==> config.mk <==
export PLATFORM = sky130hd
export DESIGN_NAME = uart_tx_frame
export DESIGN_NICKNAME = d
export VERILOG_FILES = /design/src/rtl/uart_tx_frame.sv
export SDC_FILE = /design/constraint.sdc
export NUM_CORES = 1
export LEC_CHECK = 0
export ABC_CLOCK_PERIOD_IN_PS = 2300
export CAP_MARGIN = 15
export CORE_ASPECT_RATIO = 0.7
export CORE_MARGIN = 1.5
export CORE_UTILIZATION = 48
export DETAILED_ROUTE_END_ITERATION = 7
export PLACE_DENSITY = 0.75
export SYNTH_ARGS = -nofsm -noshare
export SYNTH_HDL_FRONTEND = slang
export SYNTH_SLANG_ARGS = --single-unit
==> constraint.sdc <==
create_clock -name clk -period 2.3 [get_ports clk]
set_clock_uncertainty 0.1 [all_clocks]
set_input_delay 0.69 -clock clk [delete_from_list [all_inputs] [get_ports clk]]
set_output_delay 0.69 -clock clk [all_outputs]
set_load 0.01 [all_outputs]
==> src/rtl/uart_tx_frame.sv <==
// uart_tx_frame
//   UART transmitter. Serialises one parallel word per valid/ready handshake
//   into an asynchronous frame: start bit, DATA_BITS data bits LSB first,
//   optional parity bit, then STOP_BITS stop bits, on a registered tx_out.
//
//   state    | meaning
//   ---------+----------------------------------------------------------
//   S_IDLE   | line at mark, tx_ready high, waiting for tx_valid
//   S_START  | driving the start bit (0)
//   S_DATA   | driving data bits, LSB first; bit_cnt = index of bit on line
//   S_PARITY | driving the parity bit computed from the latched word
//   S_STOP   | driving stop bit(s) (1); bit_cnt = stop bit index
//
// Ports
//   clk       in   system clock, rising edge
//   rst       in   asynchronous, active-high reset
//   tx_data   in   word to send, sampled only on accept
//   tx_valid  in   host has a word
//   tx_ready  out  block can accept (accept = tx_valid & tx_ready at posedge)
//   tx_out    out  serial line, idle high, driven from a flop
//   tx_busy   out  frame in progress (= ~tx_ready)
//   tx_done   out  one-cycle pulse after the last stop bit
module uart_tx_frame #(
  parameter int CLKS_PER_BIT = 16,
  parameter int DATA_BITS    = 8,
  parameter int PARITY_EN    = 0,
  parameter int PARITY_ODD   = 0,
  parameter int STOP_BITS    = 1
) (
  input  logic                 clk,
  input  logic                 rst,
  input  logic [DATA_BITS-1:0] tx_data,
  input  logic                 tx_valid,
  output logic                 tx_ready,
  output logic                 tx_out,
  output logic                 tx_busy,
  output logic                 tx_done
);

  localparam int BW = $clog2(CLKS_PER_BIT);
  localparam logic [BW-1:0] BAUD_LAST = BW'(CLKS_PER_BIT - 1);
  localparam logic [3:0]    DATA_LAST = 4'(DATA_BITS - 1);
  localparam logic [3:0]    STOP_LAST = 4'(STOP_BITS - 1);
  localparam logic          ODD       = (PARITY_ODD != 0);

  typedef enum logic [2:0] {
    S_IDLE,
    S_START,
    S_DATA,
    S_PARITY,
    S_STOP
  } state_t;

  state_t                 state, state_n;
  logic [BW-1:0]          baud_cnt, baud_cnt_n;
  logic [3:0]             bit_cnt, bit_cnt_n;
  logic [DATA_BITS-1:0]   shift_reg, shift_reg_n;
  logic                   parity_bit, parity_bit_n;
  logic                   tx_out_n;
  logic                   tx_done_n;
  logic                   baud_wrap;

  always_ff @(posedge clk or posedge rst) begin
    if (rst) begin
      state      <= S_IDLE;
      baud_cnt   <= '0;
      bit_cnt    <= '0;
      shift_reg  <= '0;
      parity_bit <= 1'b0;
      tx_out     <= 1'b1;
      tx_done    <= 1'b0;
    end else begin
      state      <= state_n;
      baud_cnt   <= baud_cnt_n;
      bit_cnt    <= bit_cnt_n;
      shift_reg  <= shift_reg_n;
      parity_bit <= parity_bit_n;
      tx_out     <= tx_out_n;
      tx_done    <= tx_done_n;
    end
  end

  assign baud_wrap = (baud_cnt == BAUD_LAST);

  // The next line value is decided at each bit boundary and registered, so
  // tx_out changes exactly on the edge that starts the next bit.
  always_comb begin
    state_n      = state;
    baud_cnt_n   = baud_cnt;
    bit_cnt_n    = bit_cnt;
    shift_reg_n  = shift_reg;
    parity_bit_n = parity_bit;
    tx_out_n     = tx_out;
    tx_done_n    = 1'b0;

    if (state != S_IDLE) begin
      baud_cnt_n = baud_wrap ? '0 : baud_cnt + 1'b1;
    end

    case (state)
      S_IDLE: begin
        if (tx_valid) begin
          state_n      = S_START;
          shift_reg_n  = tx_data;
          parity_bit_n = (^tx_data) ^ ODD;
          tx_out_n     = 1'b0;
          baud_cnt_n   = '0;
          bit_cnt_n    = '0;
        end
      end
      S_START: begin
        if (baud_wrap) begin
          state_n     = S_DATA;
          bit_cnt_n   = '0;
          tx_out_n    = shift_reg[0];
          shift_reg_n = shift_reg >> 1;
        end
      end
      S_DATA: begin
        if (baud_wrap) begin
          if (bit_cnt == DATA_LAST) begin
            bit_cnt_n = '0;
            if (PARITY_EN != 0) begin
              state_n  = S_PARITY;
              tx_out_n = parity_bit;
            end else begin
              state_n  = S_STOP;
              tx_out_n = 1'b1;
            end
          end else begin
            bit_cnt_n   = bit_cnt + 1'b1;
            tx_out_n    = shift_reg[0];
            shift_reg_n = shift_reg >> 1;
          end
        end
      end
      S_PARITY: begin
        if (baud_wrap) begin
          state_n   = S_STOP;
          bit_cnt_n = '0;
          tx_out_n  = 1'b1;
        end
      end
      S_STOP: begin
        if (baud_wrap) begin
          if (bit_cnt == STOP_LAST) begin
            state_n   = S_IDLE;
            bit_cnt_n = '0;
            tx_out_n  = 1'b1;
            tx_done_n = 1'b1;
          end else begin
            bit_cnt_n = bit_cnt + 1'b1;
          end
        end
      end
      default: begin
        state_n  = S_IDLE;
        tx_out_n = 1'b1;
      end
    endcase
  end

  assign tx_ready = (state == S_IDLE);
  assign tx_busy  = ~tx_ready;

endmodule

Word-level counts from Yosys, hierarchy flattened
Cells that the tools add are included.
{ "totals": {"ff_bits": 21, "latch_bits": 0, "ramBits": 0, "rom_bits": 0, "in_bits": 11, "output_inout_bits": 4, "wordCells": 69, "memories": 0} }
{ "classes": {"n_addsub": 2, "n_mul": 0, "n_div": 0, "order_cmp": 0, "eq_ne": 15, "n_shift": 0, "n_mux": 35, "bitwise": 1, "reduce_logical": 10} }
{ "op_table": {"columns": ["cell", "count"], "rows": [
  ["4-bit 2-to-1 mux", 10],
  ["8-bit 2-to-1 mux", 4],
  ["8-bit case mux with 3 select lines", 1],
  ["3-bit 2-to-1 mux", 7],
  ["2-bit inequality test (second input constant)", 8],
  ["4-bit case mux with 4 select lines", 1],
  ["3-bit case mux with 5 select lines", 1],
  ["1-bit 2-to-1 mux", 10],
  ["5-bit AND reduction", 2],
  ["4-bit by 1-bit adder with 4-bit output (second input constant)", 2],
  ["7-bit AND reduction", 1],
  ["3-bit by 2-bit equality test with 1-bit output (second input constant)", 2],
  ["6-bit AND reduction", 1],
  ["3-bit nonzero test", 2],
  ["1-bit case mux with 5 select lines", 1],
  ["4-bit by 3-bit equality test with 1-bit output (second input constant)", 1],
  ["4-bit equality test (second input constant)", 1],
  ["4-bit zero test", 1],
  ["4-bit nonzero test", 1],
  ["3-bit by 1-bit equality test with 1-bit output (second input constant)", 1],
  ["3-bit equality test (second input constant)", 1],
  ["3-bit zero test", 1],
  ["2-bit by 1-bit inequality test with 1-bit output (second input constant)", 1],
  ["2-bit OR reduction", 1],
  ["1-bit NOT", 1]
]} }

Depth between registers and ports, before layout
Gate-level depths: netlist (run 1).
{ "logic_depth": {"word_depth": 5, "ltp_mapped": 7, "ltp_nobuf": 6} }

Least setup slack after synthesis (run 1)
OpenSTA, ideal clock, no wires.
{ "synth_timing": {"kind": "register to register", "start": "register bit_cnt[0]", "end": "register shift_reg[0]", "setup_ns": 0.125, "arrival_ns": 1.902, "required_ns": 2.075, "setup_slack_ns": 0.173, "stages_incl_launch_ff": 6, "n_path_buf": 0, "period_less_slack_ns": 2.127, "cell_sequence": "dfrtp_1 > ha_1 > and3b_1 > or4b_4 > a31oi_4 > mux2_2"} }
{ "synth_between": {"elab_chain_len": 3} }
{ "synth_lines": {"columns": ["element", "line", "text"], "rows": [
  ["from (decl)", "56", "logic [3:0] bit_cnt, bit_cnt_n;"],
  ["from (signal assigned)", "75", "bit_cnt <= bit_cnt_n;"],
  ["4-bit by 3-bit equality test with 1-bit output", "121", "if (bit_cnt == DATA_LAST) begin"],
  ["2-bit inequality test (no line)", null, null],
  ["5-bit AND reduction (no line)", null, null],
  ["to (signal assigned)", "76", "shift_reg <= shift_reg_n;"],
  ["to (decl)", "57", "logic [DATA_BITS-1:0] shift_reg, shift_reg_n;"]
]} }
No other way between the ends.
A chain may end at the register's enable or synchronous reset.

Worst setup path after layout (run 1)
{ "layout_timing": {"start": "register bit_cnt[1]", "end": "register shift_reg[0]"} }
Same word-level chain as after synthesis.

==> results.ini, run 1 <==
[outcome]
status=completed

[clocking]
cts_buffers=3
cts_tree=built
holdBufCountCts=0
cts.sink_count=21
clk_latency_ns=0.30
clockBufferDepth=2
cts-root-buf=clkbuf_4
path_clk_slew_ns=0.11
htree_levels=1

[setup_path]
cp_max_fo=8
ff2ff_path_depth=5
critPathRequiredTime_ns=2.39
end_kind=flip-flop
arrival_ns=2.35
r2r_setup_slack_ns=0.04
endpoint=shift_reg[0]$_DFFE_PP0P_
cp-start-kind=flip-flop
r2r-start=bit_cnt[1]$_DFFE_PP0P_
reg2reg_to=shift_reg[0]$_DFFE_PP0P_
critPathLaunch=bit_cnt[1]$_DFFE_PP0P_
critical_path_class=flip-flop to flip-flop

[power]
p_int_w=0.000465
ir_drop_mv=0.310
p_switching_w=0.000124
power.density_nw_per_um2=398
p_leak_nw=0.670
power_w=0.000589
pwr-share-clk=0.298
power_frac_seq=0.640
swShare=0.210
power_frac_comb=0.062

[floorplan]
io_pins=15
die_x_um=62.7
rows=14
start_util=0.533
fp.dieH_um=44.8
die_area_um2=2810
fp.coreArea_um2=2240

[routing]
dr.pass1.iters=4
first_iter_violations=51
num_vias=953
ant_nets=0
drc=0
viasPerCell=5.54
wl_per_cell_um=14.5
wl_um=2500

[placed_design]
dp_cells=167
hpwl_um=1890
place.gp.congestion=0.887
port_buffers=14

[sta]
period_minus_slack_ns=2.26
maxSlewHeadroom=0.677
finalSetupTns_ns=0
fin_crit_sh=0.983
rsz0062_at_grt=true
setup_viol=0
hold_viol=0
worstMarginPinSlew_ns=0.484
fmax_ghz=0.442
finalMaxSlewViolations=0

[synth]
synthArstFlopShare=1.00
ys_warn_count=0
synth-seq-cells=21
syn_area_um2=1200
syn-num-nets=129
synth_edf_count=0
syn_area_per_cell_um2=10.4
syn_inst=115
synth_ff_type=dfrtp_1
ys_seq_area_frac=0.440
yosysUniqueCellTypes=40

[global_routing]
grt_pass1_wl_um=4340
antenna_found_initial=0
grt_pass1_vias=920
grt_max_degree=14
grt_usage=0.206
grt_overflow_total=0

[final_layout]
largest_register_ffs=8
antenna-diode-count=0
nFillCells=194
drive_gt1_frac=0.286
final_cell_mix=20 x dfrtp_1, 14 x mux2_2, 12 x o21ai_0, 12 x clkdlybuf4s50_1, 12 x buf_4
layout_commonest_cell=dfrtp_1
nets=155
areaGrowthSynthToFinish_pct=23.7
instances_no_fill=172

[worst_hold_path]
hold_class=flip-flop to flip-flop

[run]
maxCapViolations=0

kinds of logic (layout without fill, tap and decap cells):
logic type               Yosys count  in the layout  synth area share
AND/OR/NAND/NOR                   35             35             0.174
AO/OA/AOI/OAI                     30             30             0.168
flip-flops                        21             21             0.440
multiplexers                      15             15             0.141
buffers and inverters              9             34            0.0303
adder cells (fa/ha/maj)            3              3            0.0314
XOR/XNOR                           2              2            0.0146
cell type report:
type / instances / area [um2] / share of cell area
tap: 32 / 40.0 / 0.0270
inverter: 4 / 15.0 / 0.0101
multi-input combinational: 85 / 643 / 0.434
clock buffer: 4 / 26.3 / 0.0178
sequential: 21 / 527 / 0.356
timing repair buffer: 26 / 229 / 0.155
repair_timing:
| item | 4_1_cts | 5_1_grt |
|---|---|---|
| setup endpoints to repair | 10 | 9 |
| setup buffers | 1 | 0 |
| pin swaps | 1 | 1 |
| resized for setup | 3 | 3 |
| cloned | 0 | 0 |
power by group through the flow:
| stage | clock (W) | sequential, W | combinational, W |
|---|---|---|---|
| 6_report | 0.000176 | 0.000377 | 0.0000364 |
| 3_3_place_gp | 0 | 0.000384 | 0.0000356 |
| 2_1_floorplan | 0 | 0.000384 | 0.0000130 |
| 4_1_cts | 0.000184 | 0.000377 | 0.0000374 |
| 5_1_grt | 0.000196 | 0.000378 | 0.0000408 |
| 3_5_place_dp | 0 | 0.000384 | 0.0000371 |
cell usage after synthesis, types with 2 or more instances:
cell type  instances  share of area
ha_1               3          0.031
buf_2              2         0.0084
nor3b_1            3          0.019
or3b_2             3          0.022
o22ai_1            2          0.010
o21ai_0           12          0.050
inv_1              4          0.013
clkbuf_1           3         0.0094
nand3b_1           2          0.013
nor3_1             2         0.0084
xnor2_1            2          0.015
nand2_1            6          0.019
mux2_2            14           0.13
dfrtp_1           20           0.42
nor2_1             8          0.025
a21oi_1            5          0.021
metal layers:
metal,vias up,track usage,part of all wire
li1,468,-,-
met1,460,0.267,0.47
met2,21,0.357,0.48
met3,4,0.0474,0.036
met4,0,0.0578,0.015
met5,-,0,0
worst max-delay path, stage by stage (launching register included):
cell     delay, ns
dfrtp_1       0.42
ha_1          0.21
and3b_1       0.19
or4b_4        0.54
a31oi_4       0.30
mux2_2        0.39
how the worst min path moves through the flow:
stage / startpoint / cells after the start / end / slack, ns
finish: shift_reg[7]$_DFFE_PP0P_ / 1 / shift_reg[7]$_DFFE_PP0P_ / 0.41
global route: shift_reg[7]$_DFFE_PP0P_ / 1 / shift_reg[7]$_DFFE_PP0P_ / 0.43
CTS: shift_reg[7]$_DFFE_PP0P_ / 1 / shift_reg[7]$_DFFE_PP0P_ / 0.41
detailed placement: shift_reg[7]$_DFFE_PP0P_ / 1 / shift_reg[7]$_DFFE_PP0P_ / 0.38
global placement: shift_reg[7]$_DFFE_PP0P_ / 1 / shift_reg[7]$_DFFE_PP0P_ / 0.36
floorplan: shift_reg[7]$_DFFE_PP0P_ / 1 / shift_reg[7]$_DFFE_PP0P_ / 0.35
through the flow:
| step | instance area [um2] | hold slack, ns | setup slack, ns | util |
|---|---|---|---|---|
| final | 1480 | 0.405 | 0.0382 | 0.660 |
| after global routing | 1480 | 0.430 | -0.0341 | 0.660 |
| after CTS | 1470 | 0.410 | -0.00385 | 0.656 |
| after detailed placement | 1440 | 0.380 | -0.356 | 0.641 |
| after global placement | 1440 | 0.361 | -0.322 | 0.641 |
| after floorplan | 1200 | 0.352 | 0.173 | - |
(Power assumes the default switching activity.)
==> run 2: changes to the inputs <==
- SKIP_CTS_REPAIR_TIMING: default -> 1
- SLEW_MARGIN: default -> 30
==> run 2 against run 1 <==
  * The flow now finishes with violations (negative setup slack)
  * Non-clock buffer count unchanged
  * Sequential share of layout area is 0.18 points lower
  * Global-route usage down 0.057 points
  * Combinational power about the same
  * Clock power about the same
  * Cell count stayed put
  * First-iteration DRC count shrank 5.9%
  * Flip-flop and latch count stayed put
  * Die area did not move
  * Sequential power barely moved
  * Count of clock-buffer cells in the layout is the same
  * Critical endpoint unchanged
  * Largest power group unchanged
  * Highest routed layer unchanged
==> results.ini, run 2 (synthesized netlist as in run 1, its figures left out) <==
[power]
power_w=0.000589  ; about the same
p_switching_w=0.000123  ; -0.30%
power.density_nw_per_um2=395  ; -0.83%
swShare=0.209  ; -0.000462
p_leak_nw=0.686  ; +2.4%
ir_drop_mv=0.308  ; -0.49%
power_frac_seq=0.640  ; about the same
p_int_w=0.000465  ; about the same
pwr-share-clk=0.298  ; about the same
power_frac_comb=0.062  ; about the same

[routing]
dr.pass1.iters=4  ; unchanged
wl_um=2640  ; +5.5%
wl_per_cell_um=15.3  ; +5.5%
routed-wl-met3_um=90  ; +1.1%
dr.max_layer_used=met4
viasPerCell=5.58  ; +0.73%
first_iter_violations=48  ; -5.9%
num_vias=960  ; +0.73%
ant_nets=0  ; unchanged
drc=0  ; unchanged
met2_length_um=1310  ; +10%
m1WireLength_um=1190  ; +1.4%

[final_layout]
drive_gt1_frac=0.300  ; +0.0143
final_cell_mix=19 x dfrtp_1, 13 x mux2_2, 12 x o21ai_0, 12 x clkdlybuf4s50_1, 12 x buf_4
layout_commonest_cell=dfrtp_1
areaGrowthSynthToFinish_pct=24.7
antenna-diode-count=0  ; unchanged
nets=155  ; unchanged
largest_register_ffs=8  ; unchanged

[worst_hold_path]
hold_depth=1  ; unchanged
min_to=shift_reg[7]$_DFFE_PP0P_
holdCritStartpoint=shift_reg[7]$_DFFE_PP0P_
hold_class=flip-flop to flip-flop

[setup_path]
cp_max_fo=8  ; unchanged
worstPathCellList=ha_2, and3b_1, or4b_4, a31oi_4, mux2_2
r2r-start=bit_cnt[1]$_DFFE_PP0P_
critPathRequiredTime_ns=2.39  ; about the same
slowest_delay_ns=0.54  ; about the same
worst_path_max_delay_cell=or4b_4
critical_path_class=flip-flop to flip-flop
end_kind=flip-flop
cp-start-kind=flip-flop
ff2ff_path_depth=5  ; unchanged
arrival_ns=2.41  ; +0.06 ns
reg2reg_to=shift_reg[0]$_DFFE_PP0P_
r2r_setup_slack_ns=-0.02  ; -0.06 ns

[sta]
maxSlewHeadroom=0.664  ; -0.0133
fmax_ghz=0.431  ; -2.6%
hold_viol=0  ; unchanged
fin_ws_ns=-0.0226  ; -0.0609 ns
fin_crit_sh=1.01  ; +0.0265
setup_viol=6  ; +6
worstMarginPinSlew_ns=0.503  ; +0.0189 ns
period_minus_slack_ns=2.32  ; +0.0609 ns
rsz0062_at_grt=true
finalMaxSlewViolations=0  ; unchanged

[clocking]
cts.sink_count=21  ; unchanged
clockBufferDepth=2  ; unchanged
cts_buffers=3  ; unchanged
path_clk_slew_ns=0.11  ; about the same
htree_levels=1  ; unchanged
cts-root-buf=clkbuf_4
cts_tree=built
clk_latency_ns=0.30  ; about the same

[floorplan]
die_x_um=62.7  ; unchanged
fp.dieH_um=44.8  ; unchanged
fp.coreArea_um2=2240  ; unchanged
start_util=0.533  ; unchanged
rows=14  ; unchanged
io_pins=15  ; unchanged
die_area_um2=2810  ; unchanged

[outcome]
failed_checks=negative setup slack
status=finished, violations left

[placed_design]
dpl_worst_slack_ns=-0.356  ; unchanged
place.gp.congestion=0.887  ; unchanged
hpwl_um=1890  ; unchanged
port_buffers=14  ; unchanged

[global_routing]
grt_overflow_total=0  ; unchanged
antenna_found_initial=0  ; unchanged
grt_pass1_wl_um=4320  ; -0.48%
grt_usage=0.205  ; -0.000567
grt_max_degree=14  ; unchanged
grt_pass1_vias=916  ; -0.43%

[run]
maxCapViolations=0  ; unchanged

[run 2: worst max path at each step]
stage | depth (start not counted) | end | from
after floorplan | 5 | shift_reg[0]$_DFFE_PP0P_ | bit_cnt[0]$_DFFE_PP0P_
after global placement | 4 | shift_reg[2]$_DFFE_PP0P_ | tx_valid
after detailed placement | 4 | shift_reg[0]$_DFFE_PP0P_ | tx_valid
after CTS | 3 | tx_ready | state[0]$_DFFE_PP0P_
after global routing | 5 | shift_reg[3]$_DFFE_PP0P_ | bit_cnt[0]$_DFFE_PP0P_
final | 5 | shift_reg[0]$_DFFE_PP0P_ | bit_cnt[1]$_DFFE_PP0P_
[run 2: power by group through the flow]
stage / Combinational, W / Clock [W] / Sequential (W)
5_1_grt: 0.0000407 / 0.000196 / 0.000378
6_report: 0.0000363 / 0.000175 / 0.000377
3_3_place_gp: 0.0000356 / 0 / 0.000384
3_5_place_dp: 0.0000371 / 0 / 0.000384
4_1_cts: 0.0000374 / 0.000184 / 0.000377
2_1_floorplan: 0.0000130 / 0 / 0.000384
[run 2: per-stage QoR]
stage	hold slack [ns]	utilization	cells	TNS, ns	instance area [um2]
after floorplan	0.352	-	115	0	1200
after global placement	0.361	0.641	167	-3.25	1440
after detailed placement	0.380	0.641	167	-3.64	1440
after CTS	0.410	0.653	171	-0.516	1460
after global routing	0.430	0.665	172	-0.342	1490
final	0.405	0.665	172	-0.0785	1490
[run 2: cell type report]
cell class / instances / area, um2
fillers: 193 / 751
multi-input cells: 85 / 647
flip-flops and latches: 21 / 528
repair buffers: 26 / 235
well taps: 32 / 40.0
clock buffers: 4 / 26.3
inverters: 4 / 15.0
[run 2: worst max-delay path, delay by kind of cell, from the launching register on]
family | cells | cell delay [ns]
AND/OR/NAND/NOR | 2 | 0.73
flip-flops | 1 | 0.42
multiplexers | 1 | 0.39
AO/OA/AOI/OAI | 1 | 0.36
adder cells (fa/ha/maj) | 1 | 0.21
[run 2: metal layers]
| metal | vias up | GRT usage |
|---|---|---|
| met4 | 0 | 0.0578 |
| met3 | 4 | 0.0474 |
| met1 | 466 | 0.267 |
| met2 | 19 | 0.355 |
| met5 | - | 0 |
| li1 | 471 | - |
==> run 3: changes to the inputs <==
- SETUP_SLACK_MARGIN: default -> 0.02
==> run 3 against run 2 <==
  * Flip-flop and latch count unchanged
  * Total power grew 0.16%
  * Non-clock buffer count rose by 1
  * Via count up 1.5%
  * Largest power group unchanged
  * Setup slack improved by 0.032 ns
  * Wire length rose by 3.7%
  * Sequential share of layout area decreased by 0.47 points
  * The flow now finishes without violations
==> results.ini, run 3 (synthesized netlist as in run 1, its figures left out) <==
[outcome]
status=completed

[run]
maxCapViolations=0  ; unchanged

[routing]
first_iter_violations=38  ; -21%
dr.pass1.iters=4  ; unchanged
drc=0  ; unchanged
wl_per_cell_um=15.8  ; +3.1%
ant_nets=0  ; unchanged
viasPerCell=5.63  ; +0.87%
num_vias=974  ; +1.5%
wl_um=2730  ; +3.7%

[sta]
fin_crit_sh=0.996  ; -0.0140
period_minus_slack_ns=2.29  ; -0.0322 ns
setup_viol=0  ; -6
fmax_ghz=0.437  ; +1.4%
hold_viol=0  ; unchanged
finalMaxSlewViolations=0  ; unchanged
maxSlewHeadroom=0.660  ; -0.00417
rsz0062_at_grt=true
worstMarginPinSlew_ns=0.509  ; +0.00623 ns

[global_routing]
grt_overflow_total=0  ; unchanged
grt_usage=0.205  ; unchanged
grt_max_degree=14  ; unchanged
grt_pass1_vias=916  ; unchanged
grt_pass1_wl_um=4320  ; unchanged
antenna_found_initial=0  ; unchanged

[final_layout]
final_cell_mix=19 x dfrtp_1, 13 x mux2_2, 13 x buf_4
nets=156  ; +0.65%
nFillCells=193  ; unchanged
largest_register_ffs=8  ; unchanged
areaGrowthSynthToFinish_pct=26.4
layout_commonest_cell=dfrtp_1
drive_gt1_frac=0.305  ; +0.00496
antenna-diode-count=0  ; unchanged
final_core_util=0.674  ; +0.00893

[floorplan]
die_x_um=62.7  ; unchanged
die_area_um2=2810  ; unchanged
start_util=0.533  ; unchanged
fp.dieH_um=44.8  ; unchanged
rows=14  ; unchanged
io_pins=15  ; unchanged
fp.coreArea_um2=2240  ; unchanged

[setup_path]
ff2ff_path_depth=5  ; unchanged
worst_path_max_delay_cell=or4b_4
cp_max_fo=8  ; unchanged
path_depth=5  ; unchanged
worstPathCellList=ha_2, and3b_1, or4b_4, a31oi_4, mux2_2
critPathRequiredTime_ns=2.39  ; about the same
slowest_delay_ns=0.51  ; -0.03 ns
crit_family=simple AND/OR/NAND/NOR gates
cp.buffers_inverters=0  ; unchanged
end_kind=flip-flop
cp-start-kind=flip-flop
critical_path_class=flip-flop to flip-flop
arrival_ns=2.38  ; -0.03 ns

[power]
power_w=0.000589  ; +0.16%
p_leak_nw=0.693  ; +0.98%
power.density_nw_per_um2=390  ; -1.2%
ir_drop_mv=0.307  ; -0.28%

[placed_design]
place.gp.congestion=0.887  ; unchanged
port_buffers=14  ; unchanged
hpwl_um=1890  ; unchanged

[worst_hold_path]
hold_class=flip-flop to flip-flop
hold_depth=1  ; unchanged

[clocking]
cts-root-buf=clkbuf_4
htree_levels=1  ; unchanged
cts_tree=built
cts.sink_count=21  ; unchanged
clk_latency_ns=0.30  ; about the same
path_clk_slew_ns=0.11  ; about the same
clockBufferDepth=2  ; unchanged
cts_buffers=3  ; unchanged

[run 3: changes by cell type in the layout (fill, tap and decap cells not counted), sizes merged]
cell and change:
buf +1
[run 3: area by class of cell]
class | instances | area, um2 | area share
timing repair buffer | 27 | 243 | 0.161
clock buffer | 4 | 26.3 | 0.0174
tap | 32 | 40.0 | 0.0265
multi-input combinational | 85 | 659 | 0.436
sequential | 21 | 528 | 0.349
inverter | 4 | 15.0 | 0.00993
[run 3: worst paths after layout]
check / slack (ns) / from / endpoint
min in group asynchronous: 0.59 / rst / bit_cnt[1]$_DFFE_PP0P_
hold / removal: 0.40 / shift_reg[7]$_DFFE_PP0P_ / shift_reg[7]$_DFFE_PP0P_
max in group asynchronous: 0.98 / rst / baud_cnt[0]$_DFF_PP0_
setup reg to reg: 0.01 / bit_cnt[1]$_DFFE_PP0P_ / shift_reg[0]$_DFFE_PP0P_
hold reg to reg: 0.40 / shift_reg[7]$_DFFE_PP0P_ / shift_reg[7]$_DFFE_PP0P_
setup / recovery: 0.01 / bit_cnt[1]$_DFFE_PP0P_ / shift_reg[0]$_DFFE_PP0P_
[run 3: layer usage]
| metal | vias up | track usage | routed length (um) |
|---|---|---|---|
| met5 | - | 0 | 0 |
| met4 | 0 | 0.0578 | 37 |
| met1 | 474 | 0.267 | 1200 |
| met3 | 4 | 0.0474 | 126 |
| met2 | 25 | 0.355 | 1370 |
| li1 | 471 | - | - |
[run 3: worst reg2reg max path, stage by stage, from the launching register on]
cell,delay [ns]
dfrtp_1,0.42
ha_2,0.21
and3b_1,0.19
or4b_4,0.51
a31oi_4,0.36
mux2_2,0.39
[run 3: through the flow]
step                setup TNS, ns  instances  hold WS, ns  setup WS, ns  area, um2
detailed placement          -3.64        167        0.380        -0.356       1440
finish                          0        173        0.405       0.00955       1510
CTS                        -0.516        171        0.410        -0.255       1460
floorplan                       0        115        0.352         0.173       1200
global route               -0.109        173        0.430       -0.0254       1510
global placement            -3.25        167        0.361        -0.322       1440
[run 3: report_power, final]
group | switching, W | internal, W
Sequential | 0.00000273 | 0.000374
Clock | 0.000108 | 0.0000677
Combinational | 0.0000129 | 0.0000236
Total | 0.000124 | 0.000465
